**config.mk**
```make
export PLATFORM = sky130hd
export DESIGN_NAME = contador_ajuste
export DESIGN_NICKNAME = d
export VERILOG_FILES = /design/src/rtl/reloj_pkg.sv /design/src/rtl/contador_bcd_campo.sv /design/src/rtl/contador_ajuste.sv
export SDC_FILE = /design/constraint.sdc
export NUM_CORES = 1
export LEC_CHECK = 0
export CAP_MARGIN = 25
export CORE_UTILIZATION = 50
export CTS_CLUSTER_DIAMETER = 150
export DETAILED_ROUTE_END_ITERATION = 10
export PLACE_DENSITY_LB_ADDON = 0.1
export RECOVER_POWER = 100
export SKIP_CTS_REPAIR_TIMING = 1
export SYNTH_ARGS = -nofsm -noshare
export SYNTH_HDL_FRONTEND = slang
export SYNTH_SLANG_ARGS = --single-unit
```
**constraint.sdc**
```tcl
create_clock -name clk -period 4.4 [get_ports clk]
set_input_delay 0.88 -clock clk [delete_from_list [all_inputs] [get_ports clk]]
set_output_delay 0.88 -clock clk [all_outputs]
set_load 0.02 [all_outputs]
```
**src/rtl/reloj_pkg.sv**
```systemverilog
// reloj_pkg: shared encodings for the clock/date/timer edit path.
//   - modo encodings (hora/fecha/timer, 11 reserved -> hora)
//   - edit FSM state encoding
//   - BCD field bounds
//   - cs_vec/hold_vec bit indices (also the flat index of each count register)
//   - helpers: per-mode register mask, days-per-month for the month limit
package reloj_pkg;

  typedef enum logic [1:0] {
    MODO_HORA  = 2'b00,
    MODO_FECHA = 2'b01,
    MODO_TIMER = 2'b10,
    MODO_RSV   = 2'b11
  } modo_e;

  typedef enum logic [1:0] {
    IDLE   = 2'b00,
    LOAD   = 2'b01,
    EDIT   = 2'b10,
    COMMIT = 2'b11
  } estado_e;

  localparam logic [7:0] SEG_MIN  = 8'h00;
  localparam logic [7:0] SEG_MAX  = 8'h59;
  localparam logic [7:0] HORA_MIN = 8'h00;
  localparam logic [7:0] DIA_MIN  = 8'h01;
  localparam logic [7:0] DIA_MAX  = 8'h31;
  localparam logic [7:0] MES_MIN  = 8'h01;
  localparam logic [7:0] MES_MAX  = 8'h12;
  localparam logic [7:0] ANIO_MIN = 8'h00;

  // Register index == bit position in cs_vec/hold_vec == modo*3 + campo.
  localparam logic [3:0] IDX_SEG_HORA   = 4'd0;
  localparam logic [3:0] IDX_MIN_HORA   = 4'd1;
  localparam logic [3:0] IDX_HORA_HORA  = 4'd2;
  localparam logic [3:0] IDX_DIA        = 4'd3;
  localparam logic [3:0] IDX_MES        = 4'd4;
  localparam logic [3:0] IDX_JAHR       = 4'd5;
  localparam logic [3:0] IDX_SEG_TIMER  = 4'd6;
  localparam logic [3:0] IDX_MIN_TIMER  = 4'd7;
  localparam logic [3:0] IDX_HORA_TIMER = 4'd8;

  // Three adjacent bits owned by one mode.
  function automatic logic [8:0] mascara(input logic [1:0] m);
    return 9'b000000111 << ({2'b00, m} * 4'd3);
  endfunction

  // Last valid day (BCD) of a BCD month; year 00 counts as leap.
  function automatic logic [7:0] dias_mes(input logic [7:0] mes, input logic [7:0] jahr);
    logic [7:0] y;
    y = {4'b0000, jahr[7:4]} * 8'd10 + {4'b0000, jahr[3:0]};
    case (mes)
      8'h02:                      return (y[1:0] == 2'b00) ? 8'h29 : 8'h28;
      8'h04, 8'h06, 8'h09, 8'h11: return 8'h30;
      default:                    return 8'h31;
    endcase
  endfunction

endpackage

```
**src/rtl/contador_bcd_campo.sv**
```systemverilog
// contador_bcd_campo: combinational two-digit BCD +/-1 with wrap.
//   valor     in  8  current BCD value
//   sube      in  1  1 = increment, 0 = decrement
//   minimo    in  8  lowest legal value (BCD)
//   maximo    in  8  highest legal value (BCD)
//   resultado out 8  next value
// A non-BCD input collapses to minimo. Anything outside the range wraps as if
// it had been at the far end, so the field always lands back in range.
module contador_bcd_campo (
  input  logic [7:0] valor,
  input  logic       sube,
  input  logic [7:0] minimo,
  input  logic [7:0] maximo,
  output logic [7:0] resultado
);

  logic es_bcd;
  assign es_bcd = (valor[7:4] <= 4'd9) && (valor[3:0] <= 4'd9);

  // Valid BCD orders the same as binary, so plain compares work for bounds.
  always_comb begin
    resultado = minimo;
    if (!es_bcd)
      resultado = minimo;
    else if (sube) begin
      if (valor >= maximo)           resultado = minimo;
      else if (valor[3:0] == 4'd9)   resultado = {valor[7:4] + 4'd1, 4'd0};
      else                           resultado = valor + 8'd1;
    end else begin
      if (valor <= minimo || valor > maximo) resultado = maximo;
      else if (valor[3:0] == 4'd0)   resultado = {valor[7:4] - 4'd1, 4'd9};
      else                           resultado = valor - 8'd1;
    end
  end

endmodule

```
**src/rtl/contador_ajuste.sv**
```systemverilog
// contador_ajuste: user-edit stage in front of the register bank.
// IDLE -> LOAD (copy cur_a/b/c into the mode's registers) -> EDIT (buttons
// adjust the field under campo) -> COMMIT (one-cycle fin_edit) -> IDLE.
// Ports:
//   clk, reset (async, active low)
//   en_edit         level, user editing
//   modo[1:0]       00 hora, 01 fecha, 10 timer, 11 -> hora
//   btn_up/down     +/-1 on active field; btn_izq/der previous/next field
//   cur_a/b/c       bank values of the selected mode's fields 0/1/2
//   count_*         nine BCD registers captured by the bank
//   cs_vec/hold_vec per-register select/hold, [8:0] = timer(h,m,s), jahr, mes, dia, hora(h,m,s)
//   campo           active field 0..2
//   fin_edit        one-cycle commit strobe
// Build option: LIMITE_MES_EN makes the dia range follow month/leap year and
// clamps dia when mes or jahr is edited.
module contador_ajuste
  import reloj_pkg::*;
#(
  parameter logic [7:0] ANIO_MAX = 8'h99,
  parameter logic [7:0] HORA_MAX = 8'h23
) (
  input  logic       clk,
  input  logic       reset,
  input  logic       en_edit,
  input  logic [1:0] modo,
  input  logic       btn_up,
  input  logic       btn_down,
  input  logic       btn_izq,
  input  logic       btn_der,
  input  logic [7:0] cur_a,
  input  logic [7:0] cur_b,
  input  logic [7:0] cur_c,
  output logic [7:0] count_seg_hora,
  output logic [7:0] count_min_hora,
  output logic [7:0] count_hora_hora,
  output logic [7:0] count_dia_fecha,
  output logic [7:0] count_mes_fecha,
  output logic [7:0] count_jahr_fecha,
  output logic [7:0] count_seg_timer,
  output logic [7:0] count_min_timer,
  output logic [7:0] count_hora_timer,
  output logic [8:0] cs_vec,
  output logic [8:0] hold_vec,
  output logic [1:0] campo,
  output logic       fin_edit
);

  localparam logic [8:0][7:0] CNT_RST = {8'h00, 8'h00, 8'h00, 8'h00, 8'h01,
                                         8'h01, 8'h00, 8'h00, 8'h00};

  estado_e         estado;
  logic [1:0]      modo_q;
  logic [1:0]      modo_ef;
  logic [8:0][7:0] cnt;
  logic [3:0]      base, idx;
  logic [7:0]      f_min, f_max, dia_max, nuevo;
  logic            paso, mover;

  assign modo_ef = (modo == MODO_RSV) ? MODO_HORA : modo;
  assign base    = {2'b00, modo_q} * 4'd3;
  assign idx     = base + {2'b00, campo};
  // Up+down cancel; izq+der cancel; a value step beats a field move.
  assign paso    = btn_up ^ btn_down;
  assign mover   = btn_izq ^ btn_der;

`ifdef LIMITE_MES_EN
  logic [7:0] mes_n, jahr_n, dia_lim;
  assign dia_max = dias_mes(cnt[IDX_MES], cnt[IDX_JAHR]);
  // Bound seen after this cycle's edit, so dia clamps in the same cycle.
  assign mes_n   = (idx == IDX_MES)  ? nuevo : cnt[IDX_MES];
  assign jahr_n  = (idx == IDX_JAHR) ? nuevo : cnt[IDX_JAHR];
  assign dia_lim = dias_mes(mes_n, jahr_n);
`else
  assign dia_max = DIA_MAX;
`endif

  always_comb begin
    f_min = SEG_MIN;
    f_max = SEG_MAX;
    case (idx)
      IDX_HORA_HORA, IDX_HORA_TIMER: begin f_min = HORA_MIN; f_max = HORA_MAX; end
      IDX_DIA:                       begin f_min = DIA_MIN;  f_max = dia_max;  end
      IDX_MES:                       begin f_min = MES_MIN;  f_max = MES_MAX;  end
      IDX_JAHR:                      begin f_min = ANIO_MIN; f_max = ANIO_MAX; end
      default: ;
    endcase
  end

  contador_bcd_campo u_bcd (
    .valor     (cnt[idx]),
    .sube      (btn_up),
    .minimo    (f_min),
    .maximo    (f_max),
    .resultado (nuevo)
  );

  // modo is captured on the IDLE->LOAD edge so hold_vec is already correct
  // during LOAD; nothing after that looks at modo again.
  always_ff @(posedge clk or negedge reset) begin
    if (!reset) begin
      estado   <= IDLE;
      modo_q   <= MODO_HORA;
      cnt      <= CNT_RST;
      campo    <= 2'd0;
      cs_vec   <= '0;
      hold_vec <= '0;
      fin_edit <= 1'b0;
    end else begin
      case (estado)
        IDLE: if (en_edit) begin
          estado   <= LOAD;
          modo_q   <= modo_ef;
          hold_vec <= mascara(modo_ef);
        end
        LOAD: begin
          cnt[base]        <= cur_a;
          cnt[base + 4'd1] <= cur_b;
          cnt[base + 4'd2] <= cur_c;
          campo            <= 2'd0;
          cs_vec           <= mascara(modo_q);
          estado           <= EDIT;
        end
        EDIT: begin
          if (!en_edit) begin
            estado   <= COMMIT;
            fin_edit <= 1'b1;
          end
          if (paso) begin
            cnt[idx] <= nuevo;
`ifdef LIMITE_MES_EN
            if ((idx == IDX_MES || idx == IDX_JAHR) && cnt[IDX_DIA] > dia_lim)
              cnt[IDX_DIA] <= dia_lim;
`endif
          end else if (mover) begin
            if (btn_der) campo <= (campo == 2'd2) ? 2'd0 : campo + 2'd1;
            else         campo <= (campo == 2'd0) ? 2'd2 : campo - 2'd1;
          end
        end
        COMMIT: begin
          fin_edit <= 1'b0;
          cs_vec   <= '0;
          hold_vec <= '0;
          estado   <= IDLE;
        end
        default: estado <= IDLE;
      endcase
    end
  end

  assign count_seg_hora   = cnt[IDX_SEG_HORA];
  assign count_min_hora   = cnt[IDX_MIN_HORA];
  assign count_hora_hora  = cnt[IDX_HORA_HORA];
  assign count_dia_fecha  = cnt[IDX_DIA];
  assign count_mes_fecha  = cnt[IDX_MES];
  assign count_jahr_fecha = cnt[IDX_JAHR];
  assign count_seg_timer  = cnt[IDX_SEG_TIMER];
  assign count_min_timer  = cnt[IDX_MIN_TIMER];
  assign count_hora_timer = cnt[IDX_HORA_TIMER];

endmodule

```
==> results.sh, run 1 <==
export IMPL_die_area_sq_um=15700
export IMPL_syn_inst=971
export IMPL_nFillCells=1170
export IMPL_postLayoutCellArea_sq_um=10600
export IMPL_worstSetupPathType="reg2reg"
export IMPL_cts_root_buffer="clkbuf_16"
export IMPL_layout_common_cells="154 x o21ai_0, 103 x buf_4, 95 x dlygate4sd3_1"
export IMPL_numClockSinks=85
export IMPL_clockBufferDepth=2
export IMPL_ys_types=88
export IMPL_max_stage_delay_ns=0.70
export IMPL_finalMaxSlewViolations=118
export IMPL_drt_iter0_drc=1042
export IMPL_dp_cells=1300
export IMPL_slowest_stage="fa_2"
export IMPL_vias=8790
export IMPL_rsz0062_at_grt="true"
export IMPL_period_needed_ns=4.51
export IMPL_yosysTopAreaCellShare=0.274
export IMPL_ys_ff_latch=85
export IMPL_pin_count=126
export IMPL_avgSynthCellArea_sq_um=7.81
export IMPL_crit_required_ns=4.67
export IMPL_worst_slack_ns=-0.114
export IMPL_synth_nets=1035
export IMPL_place_congestion=0.985
export IMPL_final_cells=1333
export IMPL_start_util=0.518
export IMPL_outcome="complete, but fails checks"
export IMPL_diodes=0
export IMPL_cp_num_buf_inv=7
export IMPL_yosys_warnings=0
export IMPL_utilization=0.723
export IMPL_finalCritPeriodShare=1.03
export IMPL_skew_ns=0.00970
export IMPL_cts_tree="built"
export IMPL_antenna_found_initial=0
export IMPL_htreeDepth=3
export IMPL_cp_top_family="adder cells"
export IMPL_synth_area_sq_um=7580
export IMPL_cts_buffers=9
export IMPL_grt_ovfl_total=0
export IMPL_port_buffers=125
export IMPL_synth_area_leaders="dfrtp_1 27%, o21ai_0 12%, a21oi_1 4.9%, ha_1 4.9%, nand2_1 4.7%"
export IMPL_violations="max-capacitance violations, max-slew violations, negative setup slack"
export IMPL_final_common_cell="o21ai_0"
export IMPL_ys_flop_type="dfrtp_1"
export IMPL_clkTransAtPathRegs_ns=0.07
export IMPL_core_area_sq_um=14600
export IMPL_dpl_cell_area_sq_um=9580
export IMPL_cp_arrival_ns=4.78
export IMPL_worst_pin_slew_ns=1.98
export IMPL_async_reset_ff_frac=1.00
export IMPL_grt_pass1_wl_mm=46.3
export IMPL_grt_usage=0.388
export IMPL_die_h_microns=125
export IMPL_wl_per_cell_microns=23.2
export IMPL_routed_wl_mm=31.0
export IMPL_dp_slack_ns=-0.328
export IMPL_synth_edf_count=0
export IMPL_drv_cap=2
export IMPL_ant_nets=0
export IMPL_num_rows=44
export IMPL_final_layout_size_suffix_gt1_frac=0.257
export IMPL_clock_latency_ns=0.36
export IMPL_grt_pass1_vias=8071
export IMPL_fin_nets=1208
export IMPL_fp_dieW_microns=125
export IMPL_end_kind="flip-flop"
export IMPL_area_delta_synth_final_pct=39.6
export IMPL_finalSetupViolCount=35
export IMPL_max_slew_margin=-0.322
export IMPL_hold_class="reg2reg"
export IMPL_fmax_mhz=222
export IMPL_startpoint_type="flip-flop"
export IMPL_yosysTopAreaCell="dfrtp_1"
export IMPL_grt_max_degree=83
export IMPL_drt_vias_per_instance=6.59
export IMPL_crit_chain="inv_2, ha_4, fa_2, buf_6, buf_4, mux4_2, mux2i_2, mux2i_2, inv_2, ha_1, inv_1, a211oi_2, inv_1, o21a_1, or2_1, or3_1, mux2i_1, o22ai_2, buf_12, o21ai_1"
export IMPL_finalHoldViolCount=0
export IMPL_hpwl_mm=22.7
export IMPL_crit_fanout=8
export IMPL_ys_seq_area_frac=0.281
export IMPL_detail_route_first_pass_iterations=10
export IMPL_drc=0
Yosys cell counts, types with 4 or more instances:
master,instances
dfrtp_1,83
and3_1,14
a22oi_1,26
and2_1,12
a21oi_1,75
inv_1,26
a221oi_1,4
clkbuf_1,57
a211oi_1,7
a31oi_1,6
nor3_1,25
nand3_1,43
o21a_1,5
o211ai_1,4
xnor2_1,6
o21ai_1,27
mux2i_1,35
o221ai_1,7
mux4_2,5
nor2b_1,13
ha_1,30
buf_1,9
mux2_2,10
buf_2,5
inv_2,5
o21ai_0,186
nand2_1,95
buf_4,13
nor2_1,51
layout make-up:
type / count / area, sq um / share of cell area
clock inverter: 6 / 53.8 / 0.00508
clock buffer: 10 / 239 / 0.0226
multi-input combinational: 767 / 5470 / 0.517
timing repair buffer: 250 / 2340 / 0.221
inverter: 31 / 119 / 0.0112
sequential: 85 / 2130 / 0.201
tap: 184 / 230 / 0.0217
sequential cells by signal, summed over array words and instances, names as in the netlist, 8 cells and up:
name and cells:
count_mes_fecha 8, count_min_timer 8, count_seg_timer 8, count_hora_timer 8, count_hora_hora 8, count_jahr_fecha 8, count_min_hora 8, count_dia_fecha 8
count_seg_hora 8
cells by family after synthesis:
family,synth area share
compound gates,0.316
simple gates,0.179
buf+inv,0.0706
flops,0.281
mux,0.0896
fa+ha+maj,0.0521
xor+xnor,0.0125
worst reg2reg max path, cell delays in order (launching register included):
cell	delay (ns)
dfrtp_1	0.42
inv_2	0.10
ha_4	0.21
fa_2	0.71
buf_6	0.20
buf_4	0.12
mux4_2	0.34
mux2i_2	0.21
mux2i_2	0.11
inv_2	0.08
ha_1	0.15
inv_1	0.05
a211oi_2	0.22
inv_1	0.07
o21a_1	0.23
or2_1	0.23
or3_1	0.31
mux2i_1	0.18
o22ai_2	0.16
buf_12	0.19
o21ai_1	0.14
metal layers:
metal,global-route usage,up-vias,share of wire,wire length [microns]
met2,0.616,607,0.45,13900
met3,0.0693,135,0.10,3130
met1,0.492,4153,0.38,11900
li1,-,3895,-,-
met4,0.242,0,0.066,2040
met5,0,-,0,0
stage by stage:
| step | hold slack, ns | TNS, ns |
|---|---|---|
| 2_1_floorplan | 0.580 | 0 |
| 3_3_place_gp | 0.524 | -9.52 |
| 3_5_place_dp | 0.522 | -16.18 |
| 4_1_cts | 0.537 | -20.14 |
| 5_1_grt | 0.565 | -11.25 |
| 6_report | 0.535 | -1.55 |
final timing paths:
check,start,to,slack (ns),depth (start not counted)
worst max-delay path,modo_q[0]$_DFFE_PN0P_,count_hora_hora[7]$_DFFE_PN0P_,-0.11,20
worst min register to register,count_min_hora[1]$_DFFE_PN0P_,count_min_hora[1]$_DFFE_PN0P_,0.53,2
max in group asynchronous,reset,count_seg_hora[6]$_DFFE_PN0P_,1.71,2
worst max register to register,modo_q[0]$_DFFE_PN0P_,count_hora_hora[7]$_DFFE_PN0P_,-0.11,20
min in group asynchronous,reset,hold_vec[7]$_DFFE_PN0P_,0.97,1
worst min-delay path,count_min_hora[1]$_DFFE_PN0P_,count_min_hora[1]$_DFFE_PN0P_,0.53,2
Power of run 1 is not shown: default switching activity piles up to over one toggle a cycle in this logic, so the estimate is an artifact.
==> run 2, diff against run 1 <==
--- a/config.mk
+++ b/config.mk
@@ -5,13 +5,13 @@
 export SDC_FILE = /design/constraint.sdc
 export NUM_CORES = 1
 export LEC_CHECK = 0
-export CAP_MARGIN = 25
 export CORE_UTILIZATION = 50
 export CTS_CLUSTER_DIAMETER = 150
 export DETAILED_ROUTE_END_ITERATION = 10
 export PLACE_DENSITY_LB_ADDON = 0.1
 export RECOVER_POWER = 100
 export SKIP_CTS_REPAIR_TIMING = 1
+export SLEW_MARGIN = 40
 export SYNTH_ARGS = -nofsm -noshare
 export SYNTH_HDL_FRONTEND = slang
 export SYNTH_SLANG_ARGS = --single-unit
==> run 2 against run 1 <==
Against the previous run:
- the flow still finishes with violations (max-capacitance violations, max-slew violations, negative setup slack)
- via count down 1.1%
- cell area grew 0.12%
- fmax down 0.14%
- largest cell class unchanged
==> results.sh, run 2 (synthesis results as in run 1) <==
export IMPL_drt_iter0_drc=1086
export IMPL_cp_arrival_ns=4.74
export IMPL_r2r_start="modo_q[0]$_DFFE_PN0P_"
export IMPL_crit_required_ns=4.62
export IMPL_antenna_found_initial=0
export IMPL_violations="max-capacitance violations, max-slew violations, negative setup slack"
export IMPL_layout_common_cells="154 x o21ai_0, 103 x buf_4, 95 x dlygate4sd3_1"
export IMPL_place_congestion=0.985
export IMPL_crit_fanout=8
export IMPL_startpoint_type="flip-flop"
export IMPL_cp_num_buf_inv=7
export IMPL_cts_root_buffer="clkbuf_16"
export IMPL_drv_cap=2
export IMPL_grt_pass1_wl_mm=46.3
export IMPL_pin_count=126
export IMPL_hold_class="reg2reg"
export IMPL_grt_pass1_vias=8068
export IMPL_htreeDepth=3
export IMPL_grt_ovfl_total=0
export IMPL_fin_nets=1208
export IMPL_finalSetupViolCount=36
export IMPL_wl_per_cell_microns=23.3
export IMPL_r2r_slack_ns=-0.12
export IMPL_numClockSinks=85
export IMPL_clkTransAtPathRegs_ns=0.07
export IMPL_cts_buffers=9
export IMPL_grt_max_degree=83
export IMPL_drt_vias_per_instance=6.52
export IMPL_crit_path_end="count_dia_fecha[7]$_DFFE_PN0P_"
export IMPL_finalHoldViolCount=0
export IMPL_slowest_stage="fa_2"
export IMPL_worstSetupPathType="reg2reg"
export IMPL_routed_wl_mm=31.0
export IMPL_outcome="complete, but fails checks"
export IMPL_crit_chain="inv_2, ha_4, fa_2, inv_4, buf_12, buf_4, mux4_2, mux2_4, inv_2, ha_4, nor2_1, nor2_2, buf_4, o22ai_4, o21ai_4, a21o_1, o22ai_2, clkbuf_16, o21ai_1"
export IMPL_area_delta_synth_final_pct=39.7
export IMPL_cp_top_family="adder cells"
export IMPL_ant_nets=0
export IMPL_max_stage_delay_ns=0.71
export IMPL_cts_tree="built"
export IMPL_detail_route_first_pass_iterations=10
export IMPL_end_kind="flip-flop"
export IMPL_period_needed_ns=4.52
export IMPL_die_area_sq_um=15700
export IMPL_final_common_cell="o21ai_0"
export IMPL_grt_usage=0.388
export IMPL_clockBufferDepth=2
export IMPL_rr_endpoint="count_dia_fecha[7]$_DFFE_PN0P_"
export IMPL_finalCritPeriodShare=1.03
export IMPL_fmax_mhz=221
export IMPL_startpoint="modo_q[0]$_DFFE_PN0P_"
export IMPL_core_area_sq_um=14600
export IMPL_finalMaxSlewViolations=118
export IMPL_start_util=0.518
export IMPL_clock_latency_ns=0.36
export IMPL_port_buffers=125
export IMPL_fin_worst_hold_slack_ns=0.524
export IMPL_vias=8695
export IMPL_final_layout_size_suffix_gt1_frac=0.258
export IMPL_diodes=0
export IMPL_die_h_microns=125
export IMPL_drc=0
export IMPL_skew_ns=0.0107
export IMPL_hpwl_mm=22.7
export IMPL_fp_dieW_microns=125
export IMPL_cp_depth=19
export IMPL_num_rows=44
export IMPL_worst_slack_ns=-0.120
export IMPL_rsz0062_at_grt="true"
export IMPL_worst_pin_slew_ns=3.10
export IMPL_max_slew_margin=-1.07
export IMPL_reg2reg_depth=19
==> run 2: cell types whose count changed in the layout (fill, tap and decap cells not counted) <==
cell | previous run | this run
o21ai_2 | 45 | 46
a21oi_1 | 73 | 72
o21ai_1 | 13 | 12
dlygate4sd2_1 | 0 | 1
clkbuf_1 | 3 | 2
a21oi_2 | 3 | 4
==> run 2: stage by stage <==
| stage | utilization | area, sq um | instances | setup WS, ns | setup TNS, ns |
|---|---|---|---|---|---|
| after floorplan | - | 7610 | 971 | 0.000504 | 0 |
| after global placement | 0.654 | 9580 | 1300 | -0.265 | -9.52 |
| after detailed placement | 0.654 | 9580 | 1300 | -0.328 | -16.18 |
| after CTS | 0.674 | 9880 | 1316 | -0.385 | -20.14 |
| after global routing | 0.724 | 10600 | 1333 | -0.270 | -11.23 |
| final | 0.724 | 10600 | 1333 | -0.120 | -2.11 |
==> run 2: worst min-delay path by stage <==
| stage | from | end | slack (ns) | cells past startpoint |
|---|---|---|---|---|
| 2_1_floorplan | reset | campo[0]$_DFFE_PN0P_ | 0.58 | 0 |
| 3_3_place_gp | count_hora_timer[0]$_DFFE_PN0P_ | count_hora_timer[0]$_DFFE_PN0P_ | 0.52 | 2 |
| 3_5_place_dp | count_hora_timer[0]$_DFFE_PN0P_ | count_hora_timer[0]$_DFFE_PN0P_ | 0.52 | 2 |
| 4_1_cts | reset | hold_vec[7]$_DFFE_PN0P_ | 0.54 | 1 |
| 5_1_grt | count_min_hora[0]$_DFFE_PN0P_ | count_min_hora[0]$_DFFE_PN0P_ | 0.56 | 2 |
| 6_report | count_hora_timer[0]$_DFFE_PN0P_ | count_hora_timer[0]$_DFFE_PN0P_ | 0.52 | 2 |
==> run 2: worst register-to-register path, cell delays in order (launching register included) <==
cell,delay [ns]
dfrtp_1,0.42
inv_2,0.10
ha_4,0.21
fa_2,0.71
inv_4,0.10
buf_12,0.13
buf_4,0.15
mux4_2,0.46
mux2_4,0.29
inv_2,0.08
ha_4,0.21
nor2_1,0.13
nor2_2,0.07
buf_4,0.15
o22ai_4,0.19
o21ai_4,0.17
a21o_1,0.22
o22ai_2,0.32
clkbuf_16,0.22
o21ai_1,0.06
==> run 2: layout make-up <==
type	instances	area [sq um]
flip-flops and latches	85	2130
repair buffers	250	2350
clock buffers	10	239
clock inverters	6	53.8
well taps	184	230
multi-input cells	767	5480
fillers	1163	4050
inverters	31	119
==> run 2: routing by layer <==
| metal | wire (microns) | global-route usage | vias to the layer above |
|---|---|---|---|
| met4 | 1940 | 0.242 | 0 |
| met5 | 0 | 0 | - |
| met3 | 2910 | 0.0689 | 132 |
| met2 | 14000 | 0.616 | 574 |
| met1 | 12100 | 0.492 | 4094 |
| li1 | - | - | 3895 |
Power of run 2 is left out for the same reason.
==> run 3, diff against run 2 <==
--- a/config.mk
+++ b/config.mk
@@ -6,7 +6,6 @@
 export NUM_CORES = 1
 export LEC_CHECK = 0
 export CORE_UTILIZATION = 50
-export CTS_CLUSTER_DIAMETER = 150
 export DETAILED_ROUTE_END_ITERATION = 10
 export PLACE_DENSITY_LB_ADDON = 0.1
 export RECOVER_POWER = 100
==> results of run 3 <==
Same layout as run 2: the final DEF is identical, and so are final timing and power.
Power of run 3 is left out for the same reason.
